**config.mk**
```make
export PLATFORM = sky130hd
export DESIGN_NAME = audio_app
export DESIGN_NICKNAME = d
export VERILOG_FILES = /design/src/rtl/audio_app.sv
export SDC_FILE = /design/constraint.sdc
export NUM_CORES = 1
export LEC_CHECK = 0
export ABC_CLOCK_PERIOD_IN_PS = 30700
export CORE_AREA = 3 3 178 180
export DETAILED_ROUTE_END_ITERATION = 10
export DIE_AREA = 0 0 181 183
export GPL_ROUTABILITY_DRIVEN = 0
export GPL_TIMING_DRIVEN = 1
export PLACE_DENSITY_LB_ADDON = 0.1
export SLEW_MARGIN = 10
export SYNTH_ARGS = -nofsm -noshare
export SYNTH_HDL_FRONTEND = slang
export SYNTH_SLANG_ARGS = --single-unit
```
**constraint.sdc**
```tcl
create_clock -name clk -period 30.7 [get_ports clk]
set_input_delay 7.675 -clock clk [delete_from_list [all_inputs] [get_ports clk]]
set_output_delay 7.675 -clock clk [all_outputs]
set_load 0.05 [all_outputs]
```
**src/rtl/audio_app.sv**
```systemverilog
// Four-channel programmable audio delay with a 6-bit serial programming port.
// Optional `AUDIO_APP_ERR_STICKY_EN: err_ stays low from its first error until reset.
module audio_app #(
    parameter int DATA_W = 16,
    parameter int DLY_W  = 3
) (
    input  logic              clk,
    input  logic              rst_,
    input  logic [DATA_W-1:0] di_0,
    input  logic [DATA_W-1:0] di_1,
    input  logic [DATA_W-1:0] di_2,
    input  logic [DATA_W-1:0] di_3,
    output logic [DATA_W-1:0] do_0,
    output logic [DATA_W-1:0] do_1,
    output logic [DATA_W-1:0] do_2,
    output logic [DATA_W-1:0] do_3,
    input  logic              prgrm_in,
    input  logic              prgrm_go_,
    output logic              err_
);
    localparam int NCH     = 4;
    localparam int DEPTH   = 2 ** DLY_W;
    localparam int FRAME_W = 3 + DLY_W;
    localparam int CNT_W   = $clog2(FRAME_W);

    typedef enum logic [1:0] {S_IDLE, S_SHIFT, S_DONE} state_t;

    logic [DATA_W-1:0]     w_di [NCH];
    logic [NCH*DATA_W-1:0] w_do_flat;
    logic [DLY_W-1:0]      r_dly [NCH];

    assign w_di[0] = di_0;
    assign w_di[1] = di_1;
    assign w_di[2] = di_2;
    assign w_di[3] = di_3;
    assign do_0 = w_do_flat[0*DATA_W +: DATA_W];
    assign do_1 = w_do_flat[1*DATA_W +: DATA_W];
    assign do_2 = w_do_flat[2*DATA_W +: DATA_W];
    assign do_3 = w_do_flat[3*DATA_W +: DATA_W];

    genvar gi, gj;
    generate
        for (gi = 0; gi < NCH; gi++) begin : g_ch
            logic [DATA_W-1:0] r_line [DEPTH-1];
            logic [DATA_W-1:0] w_taps [DEPTH];
            logic [DATA_W-1:0] r_do;

            // Tap 0 is the live input, so D=0 still costs one register stage.
            assign w_taps[0] = w_di[gi];
            for (gj = 1; gj < DEPTH; gj++) begin : g_tap
                assign w_taps[gj] = r_line[gj-1];
            end

            always_ff @(posedge clk or posedge rst_) begin
                if (rst_) begin
                    for (int k = 0; k < DEPTH-1; k++) r_line[k] <= '0;
                    r_do <= '0;
                end else begin
                    r_line[0] <= w_di[gi];
                    for (int k = 1; k < DEPTH-1; k++) r_line[k] <= r_line[k-1];
                    r_do <= w_taps[r_dly[gi]];
                end
            end

            assign w_do_flat[gi*DATA_W +: DATA_W] = r_do;
        end
    endgenerate

    state_t            r_state, w_state_next;
    logic [CNT_W-1:0]  r_cnt, w_cnt_next;
    logic [DLY_W:0]    r_frame;   // bits 1..FRAME_W-2, oldest at LSB
    logic              r_err_n;
    logic              w_commit, w_err_set, w_err_clr;
    logic [1:0]        w_ch;
    logic [DLY_W-1:0]  w_d;

    assign w_ch = r_frame[1:0];
    assign w_d  = {prgrm_in, r_frame[DLY_W:2]};
    assign err_ = r_err_n;

    always_comb begin
        w_state_next = r_state;
        w_cnt_next   = r_cnt;
        w_commit     = 1'b0;
        w_err_set    = 1'b0;
        w_err_clr    = 1'b0;
        case (r_state)
            S_IDLE: begin
                if (!prgrm_go_) begin
                    if (prgrm_in) begin
                        w_err_set    = 1'b1;
                        w_state_next = S_DONE;
                    end else begin
                        w_err_clr    = 1'b1;
                        w_cnt_next   = CNT_W'(1);
                        w_state_next = S_SHIFT;
                    end
                end
            end
            S_SHIFT: begin
                if (prgrm_go_) begin
                    w_err_set    = 1'b1;
                    w_state_next = S_IDLE;
                end else if (r_cnt == CNT_W'(FRAME_W-1)) begin
                    w_commit     = 1'b1;
                    w_state_next = S_DONE;
                end else begin
                    w_cnt_next   = r_cnt + CNT_W'(1);
                end
            end
            S_DONE: begin
                if (prgrm_go_) w_state_next = S_IDLE;
            end
            default: w_state_next = S_IDLE;
        endcase
    end

    always_ff @(posedge clk or posedge rst_) begin
        if (rst_) begin
            r_state <= S_IDLE;
            r_cnt   <= '0;
            r_frame <= '0;
            r_err_n <= 1'b1;
            for (int k = 0; k < NCH; k++) r_dly[k] <= '0;
        end else begin
            r_state <= w_state_next;
            r_cnt   <= w_cnt_next;
            if (r_state == S_SHIFT && !prgrm_go_) r_frame <= {prgrm_in, r_frame[DLY_W:1]};
            if (w_commit) r_dly[w_ch] <= w_d;
            if (w_err_set) r_err_n <= 1'b0;
`ifndef AUDIO_APP_ERR_STICKY_EN
            else if (w_err_clr) r_err_n <= 1'b1;
`endif
        end
    end

`ifdef AUDIO_APP_ERR_STICKY_EN
    logic w_unused_clr;
    assign w_unused_clr = w_err_clr;
`endif
endmodule

```
; Word level (Yosys, flattened, before mapping)
; Cells that the tools add are included.
; W data, S select, Z words.
[totals]
register_bits = 534
elab_cells = 107
[op_classes]
n_addsub = 1
eq_ne = 9
muxes = 38
reduce_logical = 8
magnitude_cmp = 6
bitwise = 5
[op_table]
columns = op, n
row1 = $bmux W16 S3, 4
row2 = $mux W16, 8
row3 = $ge A4 B4 Y1 const B, 4
row4 = $not A3 Y4, 4
row5 = $mux W3, 5
row6 = $bwmux W12, 1
row7 = $mux W1, 11
row8 = $mux W2, 5
row9 = $ne A2 B2 Y1 const B, 5
row10 = $demux W3 S2, 1
row11 = $pmux W2 S3, 1
row12 = $pmux W3 S2, 1
row13 = $reduce_and A5 Y1, 1
row14 = $reduce_bool A2 Y1, 2
row15 = $add A3 B1 Y3 const B, 1
row16 = $eq A3 B3 Y1 const B, 1
row17 = $ge A3 B3 Y1 const B, 1
row18 = $lt A3 B1 Y1 const B, 1
row19 = $ne A3 B3 Y1 const B, 1
row20 = $not A2 Y3, 1
row21 = $reduce_and A3 Y1, 1
row22 = $eq A2 B1 Y1 const B, 1
row23 = $eq A2 B2 Y1 const B, 1
row24 = $logic_and A1 B1 Y1, 2
row25 = other kinds (3), 3

; Logic depth before layout (Yosys ltp)
; Gate-level depths: netlist of run 1.
[depth]
ltp_word = 6
ltp_mapped = 5
depth_no_buf = 5

; Worst setup path before layout of run 1
; OpenSTA, ideal clock, no wires.
[synth_path]
path_type = in2reg
start = input prgrm_go_
end = register r_dly[11] in the netlist's numbering
path_slack_ns = 22.023
path_buffers = 0
t_required_ns = 30.575
setup_time_ns = 0.125
stages = 3
t_arrival_ns = 8.553
cell_sequence = nor2_1 > nor4b_2 > mux2_2
[synth_between]
elab_chain_len = 2
[synth_lines]
columns = element, line_no
row1 = from (decl), 18  ; input logic prgrm_go_,
row2 = $mux W1, 101  ; if (prgrm_go_) begin
row3 = $mux W1, 87  ; case (r_state)
row4 = "to (signal, indexed assignment)", 129  ; if (w_commit) r_dly[w_ch] <= w_d;
row5 = to (decl), 30  ; logic [DLY_W-1:0] r_dly [NCH];
; Every way passes these cells.
; A chain may end at the register's enable or synchronous reset.

==> results of run 1 <==
## worst paths after layout
path	start	to	cells after the start
setup / recovery	rst_	do_0[8]	4
setup reg to reg	r_dly[0]	do_3[4]	2
hold reg to reg	g_ch[1].r_line[101]	g_ch[1].r_line[85]	0
min in group asynchronous	rst_	do_3[12]	2
max in group clk	err_	err_	1
hold / removal	g_ch[1].r_line[101]	g_ch[1].r_line[85]	0
## registers in the layout (all words and copies together) (netlist names), 2 cells and up
name,count
r_cnt,3
do_3,16
do_2,16
do_1,16
r_state,2
do_0,16
r_dly,12
g_ch.r_line,448
r_frame,4
## layout by cell type, fill, tap and decap left out, types with 4 or more instances in the layout
cell	n
buf_4	6
bufinv_16	4
clkbuf_1	8
clkbuf_16	53
clkbuf_8	10
clkdlybuf4s50_1	132
clkinv_2	11
dfrtp_1	529
dfrtp_2	4
mux2_2	82
mux4_1	96
mux4_2	32
## cell usage after synthesis
cell type  number
o21ai_0         2
mux4_2         32
nand4b_1        2
dfrtp_1       533
and3_1          1
clkbuf_1       17
nor2_1          3
buf_6          16
a21oi_1         3
nor3b_1         1
buf_2           3
nor3_1          1
nand4_1         1
nand2_1         1
o2bb2ai_1       1
buf_1           4
nor2b_1         2
dfstp_2         1
nor4b_2         1
o21bai_1        1
nand2b_1        2
nand3_1         3
mux2_2         82
inv_1           4
mux4_1         96
ha_1            2
## metrics by stage
stage / cell area, sq um / util
3_3_place_gp: 19600 / 0.646
6_report: 21300 / 0.703
3_5_place_dp: 19600 / 0.646
2_1_floorplan: 18000 / -
5_1_grt: 21300 / 0.703
4_1_cts: 21300 / 0.702
## metal layers
layer	vias to the layer above	GRT usage	routed length [um]
met5	-	0	0
met3	46	0.0311	1030
met2	153	0.336	16200
met4	0	0.0448	520
met1	4414	0.256	12900
li1	3380	-	-
## area by class of cell
class | instances | area [sq um] | area share
flip-flops and latches | 534 | 13400 | 0.627
multi-input cells | 237 | 4350 | 0.204
clock buffers | 71 | 1490 | 0.0701
repair buffers | 140 | 1390 | 0.0651
well taps | 396 | 495 | 0.0232
clock inverters | 19 | 206 | 0.00968
inverters | 4 | 22.5 | 0.00106
## worst reg2reg max path: cells and delay by family (launching register included)
family	cells	cell delay, ns
multiplexers	2	1.00
flip-flops	1	1.01
## power groups by stage
stage          clock, mW  combinational (mW)  sequential, mW
6_report           0.621               0.221           0.802
5_1_grt            0.667               0.233           0.810
4_1_cts            0.638               0.225           0.804
3_5_place_dp           0               0.223           0.815
3_3_place_gp           0               0.218           0.809
2_1_floorplan          0               0.103           0.859
## cell families (layout without fill, tap and decap cells)
group,after synthesis,count (layout),synth area share
fa+ha+maj,2,2,0.00139
mux,210,210,0.231
buf+inv,44,234,0.0161
flops,534,534,0.743
simple gates,18,18,0.00626
compound gates,7,7,0.00229
==> results.sh, run 1 <==
export IMPL_p_total_mw=1.64
export IMPL_avgSynthCellArea_sq_um=22.1
export IMPL_hp_class="reg -> reg"
export IMPL_grt_overflow=0
export IMPL_clock_skew_final_ns=0.0128
export IMPL_layout_area_overhead_vs_synth_pct=18.5
export IMPL_dp_hpwl_um=17700
export IMPL_antenna_cells=0
export IMPL_htree_levels=2
export IMPL_grt_max_degree=159
export IMPL_fin_hold_ws_ns=0.363
export IMPL_slew_headroom=0.263
export IMPL_fillCellCount=1767
export IMPL_power_switching_share=0.250
export IMPL_grt_pass1_wl_um=50000
export IMPL_max_vdd_ir_drop_v=0.0000537
export IMPL_setup_tns_final_ns=0
export IMPL_synth_nets=885
export IMPL_p_seq_frac=0.488
export IMPL_setup_viol=0
export IMPL_ys_seq_area_frac=0.743
export IMPL_clock_sinks=534
export IMPL_die_height_um=183
export IMPL_dpl_cell_count=1311
export IMPL_start_util=0.593
export IMPL_fp_dieW_um=181
export IMPL_synth_largest_area_cell="dfrtp_1"
export IMPL_hold_buffers=0
export IMPL_drive_gt1_frac=0.210
export IMPL_cts_root_buf="clkbuf_16"
export IMPL_wl_um=30600
export IMPL_grt_antenna_before_repair=0
export IMPL_cp_end_kind="async pin"
export IMPL_total_leakage_power_nw=9.01
export IMPL_r2r_slack_ns=28.57
export IMPL_synth_area_leaders="dfrtp_1, mux4_1, mux2_2, mux4_2, buf_6"
export IMPL_synthCells=815
export IMPL_cp_top_family="buffers and inverters"
export IMPL_crit_arrival_ns=10.77
export IMPL_vias=7993
export IMPL_cts_tree="built"
export IMPL_path_clk_slew_ns=0.06
export IMPL_status="completed"
export IMPL_slowest_delay_ns=0.98
export IMPL_cellPowerDensity_nw_per_um2=77.1
export IMPL_setup_slack_ns=20.49
export IMPL_dr_pass1_iters=4
export IMPL_pwr_share_clk=0.377
export IMPL_place_ws_ns=19.39
export IMPL_io_buffers=132
export IMPL_rsz0062_at_grt="no"
export IMPL_worst_pin_slew_ns=1.10
export IMPL_vias_per_cell=5.71
export IMPL_crit_slowest_cell="buf_4"
export IMPL_crit_buf_inv=4
export IMPL_stdcell_count=1401
export IMPL_post_route_min_period_ns=10.21
export IMPL_crit_type="in -> async"
export IMPL_post_cts_buffers=0
export IMPL_required_ns=31.26
export IMPL_cts_buffers=51
export IMPL_worst_path_max_fanout=158
export IMPL_cts_resized=0
export IMPL_max_freq_ghz=0.0980
export IMPL_io_pins=133
export IMPL_fin_crit_sh=0.333
export IMPL_maxSlewViolCount=0
export IMPL_ys_ff_latch=534
export IMPL_grt_pass1_vias=9114
export IMPL_num_rows=64
export IMPL_internal_power_mw=1.23
export IMPL_syn_area_sq_um=18000
export IMPL_crit_path_start_kind="input port"
export IMPL_drt_iter0_drc=519
export IMPL_drc=0
export IMPL_power_switching_mw=0.411
export IMPL_worstPathCellList="clkdlybuf4s50_1 -> inv_8 -> buf_4 -> buf_6"
export IMPL_grtUsageTotal=0.190
export IMPL_drv_cap=0
export IMPL_nets=1038
export IMPL_comb_power_share=0.135
export IMPL_ys_types=26
export IMPL_die_area_sq_um=33100
export IMPL_synth_yosys_warnings=0
export IMPL_clock_latency_ns=0.55
export IMPL_coreArea_sq_um=30300
export IMPL_synth_top_cell_area_share=0.741
export IMPL_hold_viol_final=0
export IMPL_clockBufferDepth=3
export IMPL_antenna_left=0
export IMPL_avgRoutedWirePerCell_um=21.9
(Power assumes the default switching activity.)
==> run 2: changes to the inputs <==
- ABC_CLOCK_PERIOD_IN_PS: 30700 -> 9310
- CORE_AREA: 3 3 178 180 -> 3 3 191 193
- DIE_AREA: 0 0 181 183 -> 0 0 194 196
- clock period: 30.7 -> 9.31 ns (I/O delays scaled with it)
==> run 2 against run 1 <==
Compared with the run above: flip-flop and latch count stayed put; power grew to 3.3 times the previous value; clock skew is 0.0044 ns higher; clock power grew to 3.4 times the previous value; non-clock buffer count is 1 lower; largest cell class unchanged; via count is 0.86% lower; sequential power grew to 3.3 times the previous value; register-to-register slack worse by 21 ns; cell count is 4.6% higher; combinational power grew to 3.3 times the previous value.
==> results.sh, run 2 (synthesized netlist as in run 1, its figures left out) <==
export IMPL_dp_hpwl_um=18400
export IMPL_crit_slowest_cell="clkdlybuf4s50_1"
export IMPL_hold_buffers=0
export IMPL_wl_um=31000
export IMPL_die_height_um=196
export IMPL_maxSlewViolCount=0
export IMPL_post_cts_buffers=0
export IMPL_avgRoutedWirePerCell_um=21.2
export IMPL_finish_utilization=0.619
export IMPL_path_clk_slew_ns=0.06
export IMPL_drc=0
export IMPL_grtUsageTotal=0.169
export IMPL_die_area_sq_um=38000
export IMPL_max_freq_ghz=0.234
export IMPL_rsz0062_at_grt="no"
export IMPL_slowest_delay_ns=0.85
export IMPL_cp_top_family="buffers and inverters"
export IMPL_worstPathCellList="clkdlybuf4s50_1"
export IMPL_htree_levels=2
export IMPL_vias_per_cell=5.41
export IMPL_worst_pin_slew_ns=1.01
export IMPL_clock_sinks=534
export IMPL_layout_common_cells="dfrtp_1, clkdlybuf4s50_1, mux4_1"
export IMPL_stdcell_count=1465
export IMPL_fin_crit_sh=0.459
export IMPL_status="completed"
export IMPL_worst_path_max_fanout=3
export IMPL_cts_root_buf="clkbuf_16"
export IMPL_dr_pass1_iters=6
export IMPL_grt_pass1_vias=9229
export IMPL_crit_arrival_ns=1.94
export IMPL_drt_iter0_drc=307
export IMPL_regMostFlops="g_ch.r_line"
export IMPL_cts_tree="built"
export IMPL_crit_type="reg -> out"
export IMPL_grt_overflow=0
export IMPL_coreArea_sq_um=34700
export IMPL_max_vdd_ir_drop_v=0.000149
export IMPL_layout_area_overhead_vs_synth_pct=19.4
export IMPL_io_pins=133
export IMPL_total_leakage_power_nw=9.04
export IMPL_cellPowerDensity_nw_per_um2=256
export IMPL_clock_skew_final_ns=0.0173
export IMPL_start_util=0.518
export IMPL_drive_gt1_frac=0.208
export IMPL_clock_latency_ns=0.56
export IMPL_dpl_cell_count=1369
export IMPL_antenna_left=0
export IMPL_num_rows=68
export IMPL_fillCellCount=2395
export IMPL_grt_max_degree=187
export IMPL_cp_end_kind="output pin"
export IMPL_clockBufferDepth=3
export IMPL_final_common_cell="dfrtp_1"
export IMPL_io_buffers=132
export IMPL_slew_headroom=0.327
export IMPL_largest_reg_flops=448
export IMPL_cts_resized=0
export IMPL_hold_viol_final=0
export IMPL_drv_cap=0
export IMPL_post_route_min_period_ns=4.27
export IMPL_crit_buf_inv=1
export IMPL_hp_class="reg -> reg"
export IMPL_crit_path_start_kind="register"
export IMPL_cts_buffers=52
export IMPL_nets=1038
export IMPL_required_ns=6.98
export IMPL_grt_antenna_before_repair=0
export IMPL_fp_dieW_um=194
export IMPL_setup_viol=0
export IMPL_vias=7924
export IMPL_grt_pass1_wl_um=51400
[run 2: changes by cell type in the layout (fill, tap and decap cells not counted), sizes merged]
cell / change
clkinv: -3
clkinvlp: -1
bufinv: +1
diode: +1
buf: -1
clkbuf: +8
[run 2: per-stage QoR]
stage / hold slack [ns] / setup slack [ns] / total power, mW / TNS [ns] / cell area, sq um
2_1_floorplan: 0.346 / -0.277 / 3.17 / -147.50 / 18000
3_3_place_gp: 0.347 / 5.05 / 3.40 / 0 / 19700
3_5_place_dp: 0.352 / 4.95 / 3.43 / 0 / 19700
4_1_cts: 0.350 / 5.01 / 5.58 / 0 / 21500
5_1_grt: 0.368 / 4.99 / 5.73 / 0 / 21500
6_report: 0.359 / 5.04 / 5.49 / 0 / 21500
[run 2: where the power goes]
group / total [mW] / internal [mW] / switching, mW
clock network: 2.12 / 1.29 / 0.830
registers: 2.64 / 2.50 / 0.142
logic: 0.734 / 0.340 / 0.395
[run 2: final cells by class]
type | count | area [sq um] | area share
Antenna cell | 1 | 2.50 | 0.000116
Clock buffer | 79 | 1550 | 0.0723
Clock inverter | 16 | 215 | 0.0100
Inverter | 4 | 18.8 | 0.000874
Multi-Input combinational cell | 237 | 4350 | 0.202
Sequential cell | 534 | 13400 | 0.622
Tap cell | 455 | 569 | 0.0265
Timing Repair Buffer | 139 | 1410 | 0.0657
[run 2: final timing paths]
kind                                          from                 end  slack [ns]  cells after the start
worst max register to register            r_dly[3]             do_2[0]        7.18                      2
worst max-delay path                          err_                err_        5.04                      1
max in group asynchronous                     rst_  g_ch[0].r_line[83]        5.60                      3
worst min register to register  g_ch[0].r_line[86]  g_ch[0].r_line[70]        0.36                      0
min in group asynchronous                     rst_  g_ch[2].r_line[21]        2.31                      2
worst min-delay path            g_ch[0].r_line[86]  g_ch[0].r_line[70]        0.36                      0
[run 2: metal layers]
layer  wire [um]  GRT usage  vias to the layer above
met5           0          0                        -
li1            -          -                     3394
met4         555     0.0415                        0
met3        1200     0.0331                       55
met1       13500      0.229                     4332
met2       15800      0.287                      143
==> run 3: changes to the inputs <==
- ABC_CLOCK_PERIOD_IN_PS: 9310 -> 4400
- CORE_AREA: 3 3 191 193 -> 3 3 181 183
- DIE_AREA: 0 0 194 196 -> 0 0 184 186
- clock period: 9.31 -> 4.4 ns (I/O delays scaled with it)
==> run 3 against run 2 <==
Compared with the run above: first-iteration DRC count grew 14%; sequential share of layout area is essentially flat; die area shrank 10%.
==> results.sh, run 3 (synthesized netlist as in run 1, its figures left out) <==
export IMPL_finish_utilization=0.685
export IMPL_drc=0
export IMPL_drv_cap=0
export IMPL_slowest_delay_ns=0.85
export IMPL_clock_sinks=534
export IMPL_cp_top_family="buffers and inverters"
export IMPL_post_cts_buffers=0
export IMPL_regMostFlops="g_ch.r_line"
export IMPL_final_common_cell="dfrtp_1"
export IMPL_worst_path_max_fanout=3
export IMPL_multi_input_area_sq_um=4350
export IMPL_max_vdd_ir_drop_v=0.000488
export IMPL_post_route_min_period_ns=3.03
export IMPL_seq_area_sq_um=13400
export IMPL_hp_class="reg -> reg"
export IMPL_grt_pass1_wl_um=49500
export IMPL_final_area_sq_um=21500
export IMPL_grtUsageTotal=0.182
export IMPL_total_leakage_power_nw=9.08
export IMPL_layout_common_cells="dfrtp_1, clkdlybuf4s50_1, mux4_1"
export IMPL_cts_tree="built"
export IMPL_grt_overflow=0
export IMPL_start_util=0.573
export IMPL_layout_area_overhead_vs_synth_pct=19.4
export IMPL_rsz0062_at_grt="no"
export IMPL_htree_levels=2
export IMPL_cts_buffers=52
export IMPL_nets=1043
export IMPL_cts_root_buf="clkbuf_16"
export IMPL_clock_latency_ns=0.54
export IMPL_dp_hpwl_um=17800
export IMPL_io_buffers=132
export IMPL_drt_iter0_drc=351
export IMPL_crit_path_start_kind="register"
export IMPL_worstPathCellList="clkdlybuf4s50_1"
export IMPL_crit_slowest_cell="clkdlybuf4s50_1"
export IMPL_crit_arrival_ns=1.93
export IMPL_crit_buf_inv=1
export IMPL_fin_crit_sh=0.689
export IMPL_vias=7949
export IMPL_max_freq_ghz=0.330
export IMPL_p_total_mw=11.7
export IMPL_grt_max_degree=135
export IMPL_drive_gt1_frac=0.213
export IMPL_worst_pin_slew_ns=0.989
export IMPL_setup_viol=0
export IMPL_fp_dieW_um=184
export IMPL_hold_viol_final=0
export IMPL_io_pins=133
export IMPL_largest_reg_flops=448
export IMPL_maxSlewViolCount=0
export IMPL_clockBufferDepth=3
export IMPL_wl_um=30000
export IMPL_die_height_um=186
export IMPL_cp_end_kind="output pin"
export IMPL_clock_skew_final_ns=0.0119
export IMPL_required_ns=3.30
export IMPL_vias_per_cell=5.62
export IMPL_grt_pass1_vias=9099
export IMPL_antenna_left=0
export IMPL_crit_type="reg -> out"
export IMPL_slew_headroom=0.341
export IMPL_dr_pass1_iters=6
export IMPL_hold_buffers=0
export IMPL_die_area_sq_um=34200
export IMPL_avgRoutedWirePerCell_um=21.2
export IMPL_coreArea_sq_um=31400
export IMPL_num_rows=65
export IMPL_grt_antenna_before_repair=2
export IMPL_path_clk_slew_ns=0.06
export IMPL_cts_resized=0
export IMPL_cellPowerDensity_nw_per_um2=543
export IMPL_placed_area_sq_um=19700
export IMPL_fillCellCount=1916
export IMPL_status="completed"
==> run 3: cell types whose count changed in the layout (fill, tap and decap cells not counted) <==
cell,change
clkinv_2,+2
clkbuf_1,-3
inv_6,-2
buf_4,+4
buf_12,+1
clkbuf_8,-2
bufinv_16,+2
clkinvlp_4,+1
==> run 3: layer usage <==
layer  GRT usage  up-vias  wire length, um
met4      0.0411        2              418
met1       0.255     4337            13200
li1            -     3414                -
met5           0        -               13
met2       0.304      148            15100
met3      0.0363       48             1280
==> run 3: metrics by stage <==
stage | std cells | setup TNS, ns | setup slack [ns] | hold slack [ns]
2_1_floorplan | 815 | -2112.20 | -3.96 | 0.346
3_3_place_gp | 1321 | 0 | 1.61 | 0.348
3_5_place_dp | 1321 | 0 | 1.56 | 0.350
4_1_cts | 1414 | 0 | 1.31 | 0.366
5_1_grt | 1415 | 0 | 1.30 | 0.373
6_report | 1415 | 0 | 1.37 | 0.363
==> run 3: cell type report <==
cell class              count  area share
flip-flops and latches    534       0.622
multi-input cells         237       0.202
clock buffers              74      0.0705
repair buffers            144      0.0680
well taps                 402      0.0234
clock inverters            19      0.0128
inverters                   4    0.000873
diodes                      1    0.000116
==> run 3: power breakdown <==
| group | leakage [nW] | switching [mW] | total (mW) | internal (mW) |
|---|---|---|---|---|
| clock network | 0.882 | 1.73 | 4.53 | 2.80 |
| registers | 6.25 | 0.295 | 5.59 | 5.29 |
| logic | 1.95 | 0.832 | 1.56 | 0.723 |
| total | 9.08 | 2.86 | 11.7 | 8.81 |
==> run 3: path summary, 6_finish.rpt <==
check,from,to,slack (ns),depth (start not counted)
min,g_ch[2].r_line[72],g_ch[2].r_line[56],0.36,0
max in group asynchronous,rst_,r_dly[9],2.32,3
min reg2reg,g_ch[2].r_line[72],g_ch[2].r_line[56],0.36,0
max reg2reg,r_dly[0],do_3[2],2.27,2
min in group asynchronous,rst_,g_ch[1].r_line[22],0.97,2
max,err_,err_,1.37,1
==> RTL change 1, RTL diff (config.mk and constraints of run 3) <==
Re-encode `state_t` (3 states) as one-hot, 3 bits wide.
--- a/src/rtl/audio_app.sv
+++ b/src/rtl/audio_app.sv
@@ -23,7 +23,7 @@
     localparam int FRAME_W = 3 + DLY_W;
     localparam int CNT_W   = $clog2(FRAME_W);
 
-    typedef enum logic [1:0] {S_IDLE, S_SHIFT, S_DONE} state_t;
+    typedef enum logic [2:0] {S_IDLE = 3'b001, S_SHIFT = 3'b010, S_DONE = 3'b100} state_t;
 
     logic [DATA_W-1:0]     w_di [NCH];
     logic [NCH*DATA_W-1:0] w_do_flat;
Behaviour: same outputs for any inputs over 4 cycles, from zero or initial values and one cycle with rst_ high; so few cycles prove little.
==> RTL change 1 against run 3 <==
- setup slack gained 20 ps
- cell count grew 1.4%
- wire length grew 0.66%
- sequential cell count grew 1
- via count shrank 0.54%
- design area shrank 1.7%
- global-route usage grew 0.47 points
- utilization shrank 1.2 points
- area after synthesis shrank 1.9%
- highest routed layer unchanged
- synthesized cell count grew 2.7%
- count of clock-buffer cells in the layout grew 3
- die area is the same
- sequential share of layout area grew 1.2 points
Power is not compared: it rests on default switching activity, and its combinational part moved more than twofold at a synthesized area within 25%.
==> RTL change 1: results (changes against run 3) <==
[final_layout]
final_layout_size_suffix_gt1_frac=0.296  ; was 0.213
nets=1067  ; was 1043
layout.cells.non_filler=1435  ; was 1415
n_antenna_cell=0  ; was 1

[worst_setup_path]
worstReg2RegStart=r_state[2]  ; was r_dly[0]
crit_slowest_cell=clkdlybuf4s50_1  ; unchanged
crit_family=buffers and inverters  ; unchanged
crit_fanout=3  ; unchanged
arrival_ps=1910  ; was 1930 ps

[detailed_routing]
via_per_inst=5.51  ; was 5.62
drtIter0Drc=422  ; was 351
routedLengthMet1_mm=13.3  ; was 13.2 mm
wirelength_mm=30.2  ; was 30.0 mm
dr_wl_met2_mm=15.3  ; was 15.1 mm
dr.pass1.iters=4  ; was 6
wl_met3_mm=1.10  ; was 1.28 mm

[hold_path]
hp-start=g_ch[1].r_line[88]  ; was g_ch[2].r_line[72]

[yosys]
ys_top_cells_by_count=533 x dfrtp_1, 128 x mux4_2, 73 x mux2_2, 26 x clkbuf_1, 13 x buf_2  ; was 533 x dfrtp_1, 96 x mux4_1, 82 x mux2_2, 32 x mux4_2, 17 x clkbuf_1
synth-seq-area-share=0.758  ; was 0.743
syn_nets=907  ; was 885
syn_inst=837  ; was 815
ys_top_cells_by_area=dfrtp_1 76%, mux4_2 16%, mux2_2 4.7%, clkbuf_1 0.55%, buf_2 0.37%  ; was dfrtp_1 74%, mux4_1 14%, mux2_2 5.1%, mux4_2 4.0%, buf_6 1.0%
synth_cell_type_count=35  ; was 26

[global_routing]
grt_pass1_vias=9302  ; was 9099
globalRouteTotalUtil=0.187  ; was 0.182
met2_usage=0.311  ; was 0.304
grt_max_degree=82  ; was 135
antenna_found_initial=1  ; was 2
grt_pass1_wl_mm=50.7  ; was 49.5 mm
use_met1=0.267  ; was 0.255
grt_use_met3=0.0336  ; was 0.0363

[sta]
worst_pin_slew_ps=1090  ; was 989 ps
clock_skew_ps=13.0  ; was 11.9 ps

[place]
placed_area_mm2=0.0195  ; was 0.0197 mm²
dp_hpwl_mm=18.1  ; was 17.8 mm
place_ws_ps=1080  ; was 1560 ps
place_inst=1345  ; was 1321

[status]
outcome=completed  ; unchanged

[clock_network]
cts_buffers=51  ; was 52
ctsResizeCount=0  ; unchanged

-- RTL change 1: changes by cell type in the layout (fill, tap and decap cells not counted), moves of 3 or more --
cell       delta
mux4_2       +96
o211ai_1      +3
nand3_1       -3
bufinv_16     -6
mux2_2        -9
nand2_1       +8
clkbuf_1      +4
o21ai_0       +4
mux2_4        +3
buf_4         +4
buf_12        +3
mux4_1       -96
-- RTL change 1: power by group --
| group | internal, mW | switching [mW] | leakage, nW |
|---|---|---|---|
| Combinational | 0.315 | 0.377 | 1.71 |
| Clock | 2.39 | 1.71 | 0.789 |
| Sequential | 5.21 | 0.191 | 6.26 |
-- RTL change 1: logic make-up (layout without fill, tap and decap cells) --
group / after synthesis / in the layout / share of synthesized area
AOI/OAI and AO/OA: 15 / 15 / 0.00538
adders and majority gates: 2 / 2 / 0.00142
xor gates and xnor gates: 1 / 1 / 0.000496
muxes: 204 / 204 / 0.212
DFF: 535 / 535 / 0.758
and+or+nand+nor: 30 / 30 / 0.0103
buffers and inverters: 50 / 246 / 0.0120
-- RTL change 1: path summary, 6_finish.rpt --
kind / end / slack (ps) / cells past startpoint
min in group asynchronous: g_ch[3].r_line[84] / 1140 / 2
worst max register to register: r_dly[5] / 2180 / 3
max in group asynchronous: do_0[2] / 2290 / 3
worst max-delay path: err_ / 1390 / 1
worst min register to register: g_ch[1].r_line[72] / 360 / 0
worst min-delay path: g_ch[1].r_line[72] / 360 / 0
-- RTL change 1: layout make-up --
cell class                      instances  area [µm²]
Timing Repair Buffer                  151        1550
Clock inverter                         12        92.6
Inverter                                6        26.3
Multi-Input combinational cell        252        4060
Clock buffer                           77        1490
Tap cell                              402         503
Fill cell                            2027       10300
Sequential cell                       535       13400
==> RTL change 2, RTL diff (settings of run 3) <==
Made on the original files. Set the parameter `DATA_W` to 14 (it was 16).
--- a/src/rtl/audio_app.sv
+++ b/src/rtl/audio_app.sv
@@ -1,7 +1,7 @@
 // Four-channel programmable audio delay with a 6-bit serial programming port.
 // Optional `AUDIO_APP_ERR_STICKY_EN: err_ stays low from its first error until reset.
 module audio_app #(
-    parameter int DATA_W = 16,
+    parameter int DATA_W = 14,
     parameter int DLY_W  = 3
 ) (
     input  logic              clk,
Interface: changed (8 resized); port bits go from 133 to 117. No check against the original RTL was run, so the function may have changed too.
==> RTL change 2 against run 3 <==
- sequential power fell by 12%
- area after synthesis decreased by 12%
- combinational power down 10%
- critical endpoint unchanged
- design area fell by 11%
- sequential cell count is 64 lower
- setup slack better by 9.1 ps
- clock power shrank 8.2%
- worst hold slack got worse by 11 ps
- power is 10% lower
- wire length fell by 14%
- via count decreased by 12%
==> RTL change 2: results (changes against run 3) <==
[status]
outcome=completed  ; unchanged

[detailed_routing]
dr.pass1.iters=5  ; was 6
drtIter0Drc=302  ; was 351
vias=6958  ; was 7949
wirelength_mm=25.9  ; was 30.0 mm

[global_routing]
grt_pass1_vias=7971  ; was 9099
grt_max_degree=148  ; was 135
antenna_found_initial=0  ; was 2
globalRouteTotalUtil=0.159  ; was 0.182
grt_pass1_wl_mm=43.2  ; was 49.5 mm

[yosys]
synth_cell_type_count=27  ; was 26
synth_warnings=0  ; unchanged
async_reset_ff_frac=1.00  ; unchanged
ys_top_cells_by_count=469 x dfrtp_1, 56 x mux4_1, 56 x mux4_2, 38 x mux2_2, 36 x mux2_4  ; was 533 x dfrtp_1, 96 x mux4_1, 82 x mux2_2, 32 x mux4_2, 17 x clkbuf_1
ys_top_cells_by_area=dfrtp_1 74%, mux4_1 9.3%, mux4_2 7.9%, mux2_4 3.4%, mux2_2 2.7%  ; was dfrtp_1 74%, mux4_1 14%, mux2_2 5.1%, mux4_2 4.0%, buf_6 1.0%
syn_nets=781  ; was 885
synth-seq-area-share=0.741  ; was 0.743

[place]
dp_hpwl_mm=15.1  ; was 17.8 mm
io_buffer_count=116  ; was 132

[final_layout]
nets=923  ; was 1043
final_layout_size_suffix_gt1_frac=0.246  ; was 0.213
n_antenna_cell=0  ; was 1
largest_reg_flops=392  ; was 448
max_flop_register=g_ch.r_line  ; unchanged
area_delta_synth_final_pct=20.1  ; was 19.4%

[hold_path]
hold_path.class=register to register  ; unchanged

[sta]
clock_skew_ps=21.1  ; was 11.9 ps
worst_pin_slew_ps=1000  ; was 989 ps

[clock_network]
cts_buffers=48  ; was 52
ctsResizeCount=0  ; unchanged

[power_and_ir_drop]
peakVddDrop_v=0.000336  ; was 0.000488 V
leakagePower_nw=8.05  ; was 9.08 nW

[worst_setup_path]
crit_fanout=3  ; unchanged

-- RTL change 2: changes by cell type after synthesis, moves of 9 or more --
cell,change
mux4_1,-40
mux2_2,-44
dfrtp_1,-64
clkbuf_1,-9
buf_2,+13
buf_6,-12
mux4_2,+24
mux2_4,+36
-- RTL change 2: cells by family after synthesis --
logic type | synth area share
adders and majority gates | 0.00158
muxes | 0.233
DFF | 0.741
buffers and inverters | 0.0158
AOI/OAI and AO/OA | 0.00260
and+or+nand+nor | 0.00654
-- RTL change 2: report_power, final --
group	switching, mW	internal (mW)
sequential	0.282	4.66
clock	1.59	2.58
combinational	0.711	0.689
-- RTL change 2: layer usage --
metal,part of all wire,up-vias,global-route usage,wire length (µm)
met4,0.023,0,0.0448,607
met3,0.038,50,0.0305,989
met5,0,-,0,0
li1,-,2966,-,-
met1,0.45,3799,0.223,11600
met2,0.49,143,0.261,12800
-- RTL change 2: final timing paths --
kind                       cells after the start  slack (ps)            endpoint          startpoint
min                                            0         350  g_ch[2].r_line[74]  g_ch[2].r_line[88]
max reg2reg                                    2        2340            do_3[13]            r_dly[0]
max in group asynchronous                      3        2290   g_ch[3].r_line[0]                rst_
max                                            1        1380                err_                err_
min in group asynchronous                      2        1000  g_ch[1].r_line[90]                rst_
min reg2reg                                    0         350  g_ch[2].r_line[74]  g_ch[2].r_line[88]
-- RTL change 2: layout make-up --
cell class                 instances  area (µm²)
sequential                       470       11800
clock inverter                    16         244
inverter                           4        18.8
tap                              402         503
timing repair buffer             124        1260
fill                            2215       12300
clock buffer                      70        1420
multi-input combinational        213        3870
-- RTL change 2: stage by stage --
| step | utilization | cells | instance area [µm²] | setup slack, ps |
|---|---|---|---|---|
| global route | 0.608 | 1299 | 19100 | 1310 |
| floorplan | - | 719 | 15900 | -3060 |
| detailed placement | 0.555 | 1213 | 17400 | 1650 |
| global placement | 0.555 | 1213 | 17400 | 1730 |
| finish | 0.608 | 1299 | 19100 | 1380 |
| CTS | 0.608 | 1299 | 19100 | 1340 |
